$ cat src/rtl/bcd_updown_counter.sv
// Multi-digit modulo-MODULUS up/down counter with parallel load and registered terminal-count pulse.
// Optional macro CNT_SATURATE_EN: hold at the count limits instead of wrapping.
module bcd_updown_counter #(
  parameter int unsigned DIGITS  = 2,
  parameter int unsigned MODULUS = 10
) (
  input  logic                  clk,
  input  logic                  rst_n,
  input  logic                  in,
  input  logic                  up,
  input  logic                  load,
  input  logic [4*DIGITS-1:0]   load_val,
  output logic [4*DIGITS-1:0]   cnt,
  output logic                  tc
);

  localparam int unsigned W = 4 * DIGITS;
  localparam logic [3:0]  DIGIT_MAX = 4'(MODULUS - 1);

  logic [W-1:0] cnt_next;
  logic         tc_next;

  // Next-count logic: load clipping, then a ripple carry/borrow enable chain.
  always_comb begin : next_count
    logic [DIGITS:0] chain;
    logic [3:0]      dig;
    logic            step;
    cnt_next = cnt;
    tc_next  = 1'b0;
    chain    = '0;
    dig      = '0;
    step     = 1'b0;
    if (load) begin
      for (int i = 0; i < int'(DIGITS); i++) begin
        dig = load_val[4*i +: 4];
        cnt_next[4*i +: 4] = ({1'b0, dig} >= 5'(MODULUS)) ? DIGIT_MAX : dig;
      end
    end else if (in) begin
      // chain[i] is set when every digit below i sits at the bound for this direction
      chain[0] = 1'b1;
      for (int i = 0; i < int'(DIGITS); i++) begin
        dig = cnt[4*i +: 4];
        chain[i+1] = chain[i] & (dig == (up ? DIGIT_MAX : 4'd0));
      end
      tc_next = chain[DIGITS];
`ifdef CNT_SATURATE_EN
      step = ~chain[DIGITS];
`else
      step = 1'b1;
`endif
      for (int i = 0; i < int'(DIGITS); i++) begin
        dig = cnt[4*i +: 4];
        if (step && chain[i]) begin
          if (up) begin
            cnt_next[4*i +: 4] = (dig == DIGIT_MAX) ? 4'd0 : 4'(dig + 4'd1);
          end else begin
            cnt_next[4*i +: 4] = (dig == 4'd0) ? DIGIT_MAX : 4'(dig - 4'd1);
          end
        end
      end
    end
  end

  always_ff @(posedge clk or negedge rst_n) begin
    if (!rst_n) begin
      cnt <= '0;
      tc  <= 1'b0;
    end else begin
      cnt <= cnt_next;
      tc  <= tc_next;
    end
  end

endmodule

$ cat config.mk
export PLATFORM = sky130hd
export DESIGN_NAME = bcd_updown_counter
export DESIGN_NICKNAME = d
export VERILOG_FILES = /design/src/rtl/bcd_updown_counter.sv
export SDC_FILE = /design/constraint.sdc
export NUM_CORES = 1
export LEC_CHECK = 0
export BUFFER_PORTS_ARGS = -buffer_cell sky130_fd_sc_hd__buf_2
export CAP_MARGIN = 0
export CORE_AREA = 5 5 56 48
export DETAILED_ROUTE_END_ITERATION = 10
export DIE_AREA = 0 0 61 53
export GPL_ROUTABILITY_DRIVEN = 0
export HOLD_SLACK_MARGIN = 0.15
export PLACE_DENSITY = 0.59
export SYNTH_ARGS = -nofsm -noshare
export SYNTH_HDL_FRONTEND = slang
export SYNTH_SLANG_ARGS = --single-unit
$ cat constraint.sdc
create_clock -name clk -period 2.46 [get_ports clk]
set_input_delay 0.492 -clock clk [delete_from_list [all_inputs] [get_ports clk]]
set_output_delay 0.492 -clock clk [all_outputs]
set_load 0.02 [all_outputs]
# ---- Yosys cells after proc, flatten, opt, wreduce, memory -nomap -nowiden
# Index checks and enable logic that the tools add are counted.
dict set report totals {
  input_bits 13
  elab_cells 33
  regBits 9
}
dict set report op_classes {
  reduce_logical 5
  n_bitwise 1
  n_addsub 4
  order_cmp 2
  muxes 14
  eq_ne 4
}
# cell n
set op_table {}
lappend op_table {{4-bit two-way mux} 10}
lappend op_table {{8-bit two-way mux} 2}
lappend op_table {{4-bit by 1-bit adder with 4-bit output (second input constant)} 2}
lappend op_table {{4-bit == test} 2}
lappend op_table {{4-bit == test (second input constant)} 2}
lappend op_table {{4-bit greater-or-equal comparator (second input constant)} 2}
lappend op_table {{4-bit zero test} 2}
lappend op_table {{4-bit by 1-bit subtractor with 4-bit output (second input constant)} 2}
lappend op_table {{2-bit nonzero test} 2}
lappend op_table {{1-bit two-way mux} 2}
lappend op_table {{2-bit AND reduction} 1}
lappend op_table {{1-bit bitwise AND} 1}

# ---- Logic depth before layout (Yosys ltp)
dict set report logic_depth {
  ltp_word 6
  mapped_depth 6
  depth_no_buf 4
}

# ---- Worst setup path after synthesis
# OpenSTA, ideal clock, no wires.
dict set report synth_path {
  path_type {register to register}
  start {reg cnt[3]}
  end {reg cnt[6]}
  path_stages_with_launch 6
  slack_ns 0.478
  n_path_buf 1
  setup_ns 0.124
  arrival_time_ns 1.858
  cell_sequence {dfrtp_1 buf_6 or3_4 a2111oi_4 a21boi_1 o31a_1}
}
dict set report synth_via {
  elab_chain_len 3
}
# element line_no
set synth_lines {}
lappend synth_lines {{start, declared} 13} ;# output logic [4*DIGITS-1:0] cnt,
lappend synth_lines {{start signal, assigned} 69} ;# cnt <= cnt_next;
lappend synth_lines {{4-bit == test} 43} ;# chain[i+1] = chain[i] & (dig == (up ? DIGIT_MAX : 4'd0));
lappend synth_lines {{2-bit nonzero test (no line)} -}
lappend synth_lines {{2-bit AND reduction (no line)} -}
# No other way between the ends.
# A chain may end at the register's enable or synchronous reset.

# ---- Worst setup path after layout
# Ends and elaborated chain as after synthesis.

==> impl_summary.md <==
Run status
The flow ran to the end, and the final reports show no timing, DRC or antenna violations.

Synthesis
The synthesized design spends more area on one cell type than any other, namely dfrtp_1. Synthesis produced a netlist with a net count of 109. Ranked by total cell area, the synthesized netlist is headed by dfrtp_1 (29%), o21ai_0 (7.1%), xnor2_1 (4.5%), nor2b_1 (4.1%), a2111oi_4 (3.6%). The count of flip-flops with a built-in enable after synthesis is 0. The commonest cells after synthesis are o21ai_0 (11), dfrtp_1 (9), clkbuf_1 (7). The sequential fraction of the synthesis area is 29.2%. The cell area that synthesis handed to floorplanning was 771 µm².

The synthesis warning total is 0. The number of different library cells in the post-synthesis netlist is 40. Of the post-synthesis cell area, the dominant cell type holds 29.2%. Among all cell types in the netlist, the one instantiated most often is o21ai_0. The average instance area after synthesis is 8.03 µm². The flip-flop cell with the highest count after synthesis is dfrtp_1.

The cell count after synthesis is 96. The proportion of synthesized flip-flops having asynchronous set or reset is 100%. The synthesis-stage register bit count is 9.

Clock tree
In this run the number of H-tree levels came out at 1. The number of buffers inserted by post-CTS setup repair is 0. The TritonCTS sink count is 9.

The clock tree from TritonCTS is built. The worst-case clock buffer depth is 2. The clock reaches the later pin of the worst-skew pair after 0.26 ns.

The number of buffers created by CTS is 3. The clock-pin slew on the worst setup and hold paths is 0.06 ns. CTS placed an instance of clkbuf_4 at the clock tree root. The number of hold buffers added after CTS was 1. Gates resized during post-CTS repair numbered 0.

Layout
The net count of the finished layout is 127. The sequential cell area is 225 µm². The layout-stage area growth over the synthesis result is 17.4%. 0 antenna diodes ended up in the layout. Fill cells in the final layout number 228. The area used by multi-input combinational logic is 488 µm². The share of layout cells above drive strength 1 is 26.5%. Cells fill 43.8% of the core in the end.

Timing
The setup TNS after final layout is 0 ns. The final worst setup slack is 0.466 ns. On the final layout, the worst clock skew is 0.00492 ns.

Hold is met by 0.470 ns. The worst pin sits at a relative slew slack of 68.9%. Derived from the worst setup path, the maximum achievable clock frequency is 501 MHz. The total setup violations reported at the end of the flow is 0.

Setup repair after global routing left no endpoint under its margin. The number of max-slew violations in the final report is 0. The transition time at the pin with the least slew margin is 0.467 ns. The final period utilization is 81.1%. The number of endpoints with negative hold slack in the final report is 0. The minimum clock period is 1.99 ns.

Power and ir drop
Power spread over the standard cell area amounts to 526 nW/µm². Across the VDD grid, the largest voltage drop is 0.264 mV. The leakage power figure is 0.374 nW.

Floorplanning
The row count is 15. The die outline area is 3230 µm². The initial cell density of the core is 37.3%. The number of I/O pins is 22. The height of the chip is 53 µm. The core region is 2060 µm². The die is 61 µm wide.

Placed design
The count of buffers added on input and output ports is 21. Once detailed placement completed, the half-perimeter wirelength came to 1380 µm. At the placement stage, the worst setup path has a slack of 0.322 ns.

Detailed routing
The final wirelength is 1910 µm. In the routed design, unresolved DRC markers number 0. The number of violations reported at the end of detailed-routing iteration 0 is 37. The remaining number of nets flagged by the antenna check after routing is 0.

For this block, the via count after detailed routing is 761. Dividing the detail-routed wire length by the instance count gives 13.9 µm. The pre-antenna-repair detailed-routing pass consisted of 4 iterations. After detailed routing, the number of vias per cell comes to 5.51.

Min path
The min-delay analysis places its worst path in the category in -> reg.

Worst setup path
The worst setup path is launched from a flip-flop. STA classifies the critical path endpoint as a flip-flop. The critical path is of the reg -> reg type. For the worst setup path, the data required time is 2.60 ns.

In this run the worst path has a maximum fanout of 11. For the worst setup path, the data arrival time is 2.14 ns.

Global routing
The first global-routing pass estimated 3190 µm of wire. The number of antenna violations at the first check in global routing is 0. Global routing consumed, over all layers together, 13.4% of the routing resources. The maximum number of pins on one net before global-route repair is 21. The via count of the first global-routing pass came to 659. Summed over all layers, the global routing overflow is 0.

Job
The count of maximum capacitance violations is 0.
cell usage in the layout, fill, tap and decap left out, types with 3 or more instances in the layout:
master    netlist  routed
a21oi_1         3       3
buf_2           1      21
clkbuf_4        0       3
dfrtp_1         9       9
inv_1           3       3
nand2_1         6       6
nand3_1         4       4
nor2_1          4       4
nor2b_1         5       5
o21a_1          3       3
o21ai_0        11      11
xnor2_1         4       4
worst max-delay path, cell delays in order, from the launching register on:
cell and delay (ns):
dfrtp_1 0.50, or3_4 0.44, a2111oi_4 0.53, a21boi_1 0.12, o31a_1 0.29
power breakdown:
part	switching [W]	total (W)	internal, W
combinational	0.0000890	0.000162	0.0000729
sequential	0.0000382	0.000201	0.000163
clock	0.0000500	0.000112	0.0000624
total	0.000177	0.000476	0.000298
through the flow:
| stage | total power (W) | instance area, µm² | cells |
|---|---|---|---|
| 6_report | 0.000476 | 905 | 138 |
| 5_1_grt | 0.000517 | 905 | 138 |
| 3_3_place_gp | 0.000362 | 868 | 133 |
| 4_1_cts | 0.000479 | 905 | 138 |
| 3_5_place_dp | 0.000362 | 868 | 133 |
| 2_1_floorplan | 0.000316 | 771 | 96 |
layout make-up:
class	instances	share of cell area, %
Tap cell	25	3.46
Timing Repair Buffer	23	13.6
Inverter	3	1.24
Sequential cell	9	24.9
Clock buffer	4	2.90
Multi-Input combinational cell	74	53.9
kinds of logic (layout without fill, tap and decap cells):
logic type      Yosys count  in the layout  synth area share [%]
buf+inv                  13             30                  7.47
simple gates             36             36                  27.8
compound gates           33             33                  29.9
xor+xnor                  5              5                  5.68
flops                     9              9                  29.2
registers in the layout, indices dropped and copies added (netlist names):
signal	count
tc	1
cnt	8
worst paths after layout:
path / from / to / slack (ns) / depth (start not counted)
max: cnt[3] / cnt[6] / 0.47 / 4
min: load_val[0] / cnt[0] / 0.47 / 3
max reg2reg: cnt[3] / cnt[6] / 0.47 / 4
min reg2reg: cnt[2] / cnt[2] / 0.72 / 2
max in group asynchronous: rst_n / cnt[7] / 1.59 / 2
min in group asynchronous: rst_n / cnt[6] / 0.68 / 2
metal layers:
layer  vias up  part of all wire (%)  global-route usage, %
met4         0                   2.3                   7.94
li1        384                     -                      -
met1       351                    52                   21.5
met2        22                    40                   16.4
met3         4                   5.8                   1.22
met5         -                     0                      0
No activity file was read; power rests on OpenSTA's default activity.
